### src/rtl/i2c_txn_arbiter.sv
// Round-robin arbiter sharing one I2C master between N_REQ requesters, with
// repeated-START hold and start/busy watchdogs that abort hung transactions.
module i2c_txn_arbiter #(
  parameter int N_REQ    = 4,
  parameter int TO_W     = 20,
  parameter int START_TO = 64,
  parameter int BUSY_TO  = 1000000
) (
  input  logic               clk,
  input  logic               reset,
  input  logic [N_REQ-1:0]   req,
  input  logic [N_REQ-1:0]   req_hold,
  input  logic [8*N_REQ-1:0] req_addr_rw,
  output logic [N_REQ-1:0]   gnt,
  output logic [N_REQ-1:0]   done,
  output logic [N_REQ-1:0]   err,
  output logic [7:0]         m_address_rw,
  output logic               m_start,
  output logic               m_sr,
  output logic               m_abort,
  input  logic               m_busy
);

  localparam int IW = (N_REQ > 1) ? $clog2(N_REQ) : 1;
  localparam logic [N_REQ-1:0] ONE_HOT0 = N_REQ'(1'b1);
  localparam logic [TO_W-1:0]  START_LAST = TO_W'(START_TO - 1);
  localparam logic [TO_W-1:0]  BUSY_LAST  = TO_W'(BUSY_TO - 1);

  typedef enum logic [2:0] {
    IDLE      = 3'd0,
    LAUNCH    = 3'd1,
    WAIT_BUSY = 3'd2,
    ACTIVE    = 3'd3,
    ABORT     = 3'd4,
    DONE      = 3'd5,
    HOLD      = 3'd6
  } state_t;

  state_t            state_r, state_s;
  logic [IW-1:0]     ptr_r, ptr_s;
  logic [IW-1:0]     owner_r, owner_s;
  logic [N_REQ-1:0]  gnt_r, gnt_s;
  logic [N_REQ-1:0]  done_r, done_s;
  logic [N_REQ-1:0]  err_r, err_s;
  logic [7:0]        addr_r, addr_s;
  logic              start_r, start_s;
  logic              sr_r, sr_s;
  logic              abort_r, abort_s;
  logic [TO_W-1:0]   wd_r, wd_s;
  logic              sr_pend_r, sr_pend_s;
  logic              aborted_r, aborted_s;
  logic              found_s;
  logic [IW-1:0]     winner_s;
  logic [IW-1:0]     scan_s;

  // Round-robin search: first requester after ptr_r, wrapping.
  always_comb begin
    found_s  = 1'b0;
    winner_s = '0;
    scan_s   = '0;
    for (int k = 1; k <= N_REQ; k++) begin
      scan_s = IW'((int'(ptr_r) + k) % N_REQ);
      if (!found_s && req[scan_s]) begin
        found_s  = 1'b1;
        winner_s = scan_s;
      end else begin
        found_s  = found_s;
      end
    end
  end

  // Next-state and next-output logic; pulse outputs are computed for the state being entered.
  always_comb begin
    state_s   = state_r;
    ptr_s     = ptr_r;
    owner_s   = owner_r;
    gnt_s     = gnt_r;
    addr_s    = addr_r;
    wd_s      = wd_r;
    sr_pend_s = sr_pend_r;
    aborted_s = aborted_r;
    done_s    = '0;
    err_s     = '0;
    start_s   = 1'b0;
    sr_s      = 1'b0;
    abort_s   = 1'b0;
    case (state_r)
      IDLE: begin
        if (found_s) begin
          ptr_s   = winner_s;
          owner_s = winner_s;
          gnt_s   = ONE_HOT0 << winner_s;
          addr_s  = req_addr_rw[int'(winner_s)*8 +: 8];
          start_s = 1'b1;
          sr_s    = sr_pend_r;
          state_s = LAUNCH;
        end else begin
          state_s = IDLE;
        end
      end
      LAUNCH: begin
        wd_s    = '0;
        state_s = WAIT_BUSY;
      end
      WAIT_BUSY: begin
        if (m_busy) begin
          wd_s    = '0;
          state_s = ACTIVE;
        end else if (wd_r == START_LAST) begin
          abort_s = 1'b1;
          state_s = ABORT;
        end else begin
          wd_s    = wd_r + TO_W'(1);
        end
      end
      ACTIVE: begin
        // Completion takes priority over a coincident watchdog expiry.
        if (!m_busy) begin
          aborted_s = 1'b0;
          done_s    = gnt_r;
          state_s   = DONE;
        end else if (wd_r == BUSY_LAST) begin
          abort_s = 1'b1;
          state_s = ABORT;
        end else begin
          wd_s    = wd_r + TO_W'(1);
        end
      end
      ABORT: begin
        sr_pend_s = 1'b0;
        aborted_s = 1'b1;
        done_s    = gnt_r;
        err_s     = gnt_r;
        state_s   = DONE;
      end
      DONE: begin
        if (!aborted_r && req_hold[owner_r]) begin
          sr_pend_s = 1'b1;
          state_s   = HOLD;
        end else begin
          gnt_s     = '0;
          sr_pend_s = 1'b0;
          state_s   = IDLE;
        end
      end
      HOLD: begin
        if (req[owner_r]) begin
          addr_s  = req_addr_rw[int'(owner_r)*8 +: 8];
          start_s = 1'b1;
          sr_s    = sr_pend_r;
          state_s = LAUNCH;
        end else if (!req_hold[owner_r]) begin
          gnt_s     = '0;
          sr_pend_s = 1'b0;
          state_s   = IDLE;
        end else begin
          state_s = HOLD;
        end
      end
      default: begin
        gnt_s     = '0;
        sr_pend_s = 1'b0;
        state_s   = IDLE;
      end
    endcase
  end

  // State and registered-output update with synchronous reset.
  always_ff @(posedge clk) begin
    if (reset) begin
      state_r   <= IDLE;
      ptr_r     <= IW'(N_REQ - 1);
      owner_r   <= '0;
      gnt_r     <= '0;
      done_r    <= '0;
      err_r     <= '0;
      addr_r    <= 8'h00;
      start_r   <= 1'b0;
      sr_r      <= 1'b0;
      abort_r   <= 1'b0;
      wd_r      <= '0;
      sr_pend_r <= 1'b0;
      aborted_r <= 1'b0;
    end else begin
      state_r   <= state_s;
      ptr_r     <= ptr_s;
      owner_r   <= owner_s;
      gnt_r     <= gnt_s;
      done_r    <= done_s;
      err_r     <= err_s;
      addr_r    <= addr_s;
      start_r   <= start_s;
      sr_r      <= sr_s;
      abort_r   <= abort_s;
      wd_r      <= wd_s;
      sr_pend_r <= sr_pend_s;
      aborted_r <= aborted_s;
    end
  end

  assign gnt          = gnt_r;
  assign done         = done_r;
  assign err          = err_r;
  assign m_address_rw = addr_r;
  assign m_start      = start_r;
  assign m_sr         = sr_r;
  assign m_abort      = abort_r;

endmodule

### config.mk
export PLATFORM = sky130hd
export DESIGN_NAME = i2c_txn_arbiter
export DESIGN_NICKNAME = d
export VERILOG_FILES = /design/src/rtl/i2c_txn_arbiter.sv
export SDC_FILE = /design/constraint.sdc
export NUM_CORES = 1
export LEC_CHECK = 0
export CAP_MARGIN = 10
export CORE_MARGIN = 5
export CORE_UTILIZATION = 51
export CTS_BUF_LIST = sky130_fd_sc_hd__clkbuf_8 sky130_fd_sc_hd__clkbuf_16
export CTS_CLUSTER_DIAMETER = 60
export DETAILED_ROUTE_END_ITERATION = 6
export GPL_TIMING_DRIVEN = 0
export PLACE_DENSITY = 0.77
export SYNTH_ARGS = -nofsm -noshare
export SYNTH_HDL_FRONTEND = slang
export SYNTH_SLANG_ARGS = --single-unit
### constraint.sdc
create_clock -name clk -period 2.5 [get_ports clk]
set_clock_uncertainty 0.05 [all_clocks]
set_input_delay 0.375 -clock clk [delete_from_list [all_inputs] [get_ports clk]]
set_output_delay 0.375 -clock clk [all_outputs]
set_load 0.05 [all_outputs]
==> qor.txt <==
Max Cap Violations - 0
Tcrit/Tclk final - 93.76%
post-synthesis xor/xnor area fraction - 0%
hold depth - 1
Simple-Gate Fraction of Synth Area - 29.45%
Synth Area in Adders - 0.4172%
Sink Count - 52
CP Capture Type - register
Yosys top cell area share - 34.71%
Hold Crit Class - register to register
CP max FO - 9
fraction of layout cells with a size suffix above 1 - 7.339%
TritonCTS clock tree - yes
met3 Track Usage GR - 4.563%
first-pass GRT wire length - 13350 um
Final min period - 2.344 ns
Ports - 66
DRT Wirelength - 8187 um
Global Route met2 Usage - 36.02%
Crit Path Class - input port to register
vias in the first global route - 2817
Syn Std Cell Area - 0.002999 mm2
YS warnings - 0
largest family of logic cells by synthesized area - simple AND/OR/NAND/NOR gates
RD Place Congestion - 0.8882
dominant cells by area after synthesis - dfxtp_1 (35%), mux2i_1 (6.0%), a21oi_1 (5.0%)
CTS hold repair buffers - 0
GRT overflow - 0
Worst Max-Slew Pin Slew - 0.7021 ns
Setup Fix Bufs, Post-CTS - 0
Vias - 3053
final hold violations - 0
Max Slew Vio Count - 0
Post-Place Worst Slack - -0.1540 ns
area grow syn2layout - 26.99%
Worst Reg2Reg Path Length in Cells - 6
Critical Path Source Type - input port
Synth area leader - dfxtp_1
met1 usage - 29.24%
Compound-Gate Fraction of Synth Area - 22.28%
Fillers - 512
Primary FF master, synth - dfxtp_1
Pwr Total - 0.003323 W
root buffer cell - clkbuf_8
Post-synth EDFFs - 0
post-DR vias/cell - 5.975
Max Root-Sink Buffers - 2
Yosys reg bits - 52
Post-synth ARST share - 0%
DPL Wire Length - 6191 um
antenna violations before repair - 0
remaining antenna violation count - 0
wire per inst - 16.02 um
status - completed
Post-Synthesis Cells - 366
RSZ-0062 raised after global routing - false
total track usage - 21.94%
row count - 28
drt pass-1 iters - 5
Mean Syn Cell Area - 8.194 um2
most common cell in the netlist - dfxtp_1
Starting Density - 51.57%
width of the die - 86.69 um
fmax - 426.6 MHz
Syn Nets - 410
PD cells - 872.4 mW/mm2
initial DRC count - 207
H-tree levels - 2
mux cell area share after synthesis - 8.260%
GRT busiest layer - met2
largest net degree at the start of global routing - 17
slew margin rel. - 53.02%
CTS Buf Count - 5
input/output buffers - 63
clock-pin slew on the worst setup and hold paths - 0.10 ns
CP Data Arrival Time - 2.50 ns
Diodes inserted - 0
DRC Markers - 0
register area share after synthesis - 34.71%
Final WS setup - 0.1559 ns
Final nets - 480
top post-synthesis cells by count - dfxtp_1 (52), nand2_1 (39), nor2_1 (34)
Setup violations, final - 0
Worst IR Drop VDD - 0.5708 mV
Skew-Pair Late Insertion Delay - 0.31 ns
die height - 86.69 um
synth unique cells - 54
die area - 0.007514 mm2
Leak - 1.306 nW
Worst EP required - 2.65 ns
core area - 0.005816 mm2
cells by family (layout without fill, tap and decap cells):
group	after synthesis	after routing
AO/OA/AOI/OAI	92	92
adder cells (fa/ha/maj)	1	1
buffers and inverters	33	103
flip-flops	52	52
multiplexers	22	22
AND/OR/NAND/NOR	166	166
metrics by stage:
step	hold WS [ns]	instances	area (um2)	utilization [%]	TNS, ns
2_1_floorplan	0.3801	366	2999	-	0
3_3_place_gp	0.3921	504	3724	64.03	-1.081
3_5_place_dp	0.4158	504	3724	64.03	-1.369
4_1_cts	0.4323	511	3809	65.49	0
5_1_grt	0.4475	511	3809	65.49	0
6_report	0.4221	511	3809	65.49	0
cell type report:
| class | instances | area [um2] | share of cell area, % |
|---|---|---|---|
| inverters | 8 | 30.03 | 0.7884 |
| multi-input cells | 281 | 1812 | 47.57 |
| repair buffers | 63 | 630.6 | 16.56 |
| clock inverters | 2 | 16.27 | 0.4271 |
| plain buffers | 25 | 116.4 | 3.055 |
| clock buffers | 5 | 68.82 | 1.807 |
| well taps | 75 | 93.84 | 2.464 |
| flip-flops and latches | 52 | 1041 | 27.33 |
critical path, stage by stage:
cell and delay (ns):
clkdlybuf4s50_1 0.53, or4_4 0.59, and2_1 0.15, buf_2 0.17, a21oi_2 0.21, a2111oi_0 0.10, a2111oi_1 0.37
registers in the layout, summed over array words and instances (netlist names):
name	count
done	4
owner_r	2
aborted_r	1
state_r	3
m_sr	1
ptr_r	2
err	4
m_address_rw	8
m_abort	1
sr_pend_r	1
gnt	4
m_start	1
wd_r	20
power by group:
part | internal (W) | total [W] | switching, W
Combinational | 0.000643 | 0.00177 | 0.00113
Sequential | 0.000964 | 0.00106 | 0.0000968
Clock | 0.000196 | 0.000491 | 0.000295
Total | 0.00180 | 0.00332 | 0.00152
cells in the final DEF, fill, tap and decap left out, types with 2 or more instances in the layout:
cell type / n
clkdlybuf4s50_1: 63
dfxtp_1: 52
nand2_1: 39
nor2_1: 34
a21oi_1: 30
mux2i_1: 18
and2_1: 15
clkbuf_1: 15
nor4_1: 14
or3_1: 12
o21ai_0: 11
a211oi_1: 9
nand3_1: 8
inv_1: 8
o31ai_1: 8
nand4_1: 7
or4_1: 7
buf_2: 6
a2111oi_2: 6
o22ai_1: 5
clkbuf_8: 5
and3_1: 4
nand3b_1: 4
nand2b_1: 4
nor3_1: 4
a32oi_1: 4
nor3b_1: 3
nand4b_1: 2
buf_1: 2
o211ai_1: 2
mux4_2: 2
and3b_1: 2
o22a_1: 2
buf_6: 2
nor4b_1: 2
a2111oi_0: 2
mux2_2: 2
path summary, 6_finish.rpt:
path               from               to  slack (ns)
max reg2reg  state_r[0]  m_address_rw[3]        0.17
min           sr_pend_r             m_sr        0.42
max              req[0]  m_address_rw[7]        0.16
min reg2reg   sr_pend_r             m_sr        0.42
what timing repair did:
action	in CTS	in global routing
setup endpoints to repair	0	1
gates resized for setup	0	0
hold endpoints to repair	0	0
metal layers:
metal	vias up	routed length, um
li1	1512	-
met1	1434	3756
met2	98	3774
met3	9	560
met4	0	95
met5	-	0
Note: power is estimated with default switching activity, not from simulation.
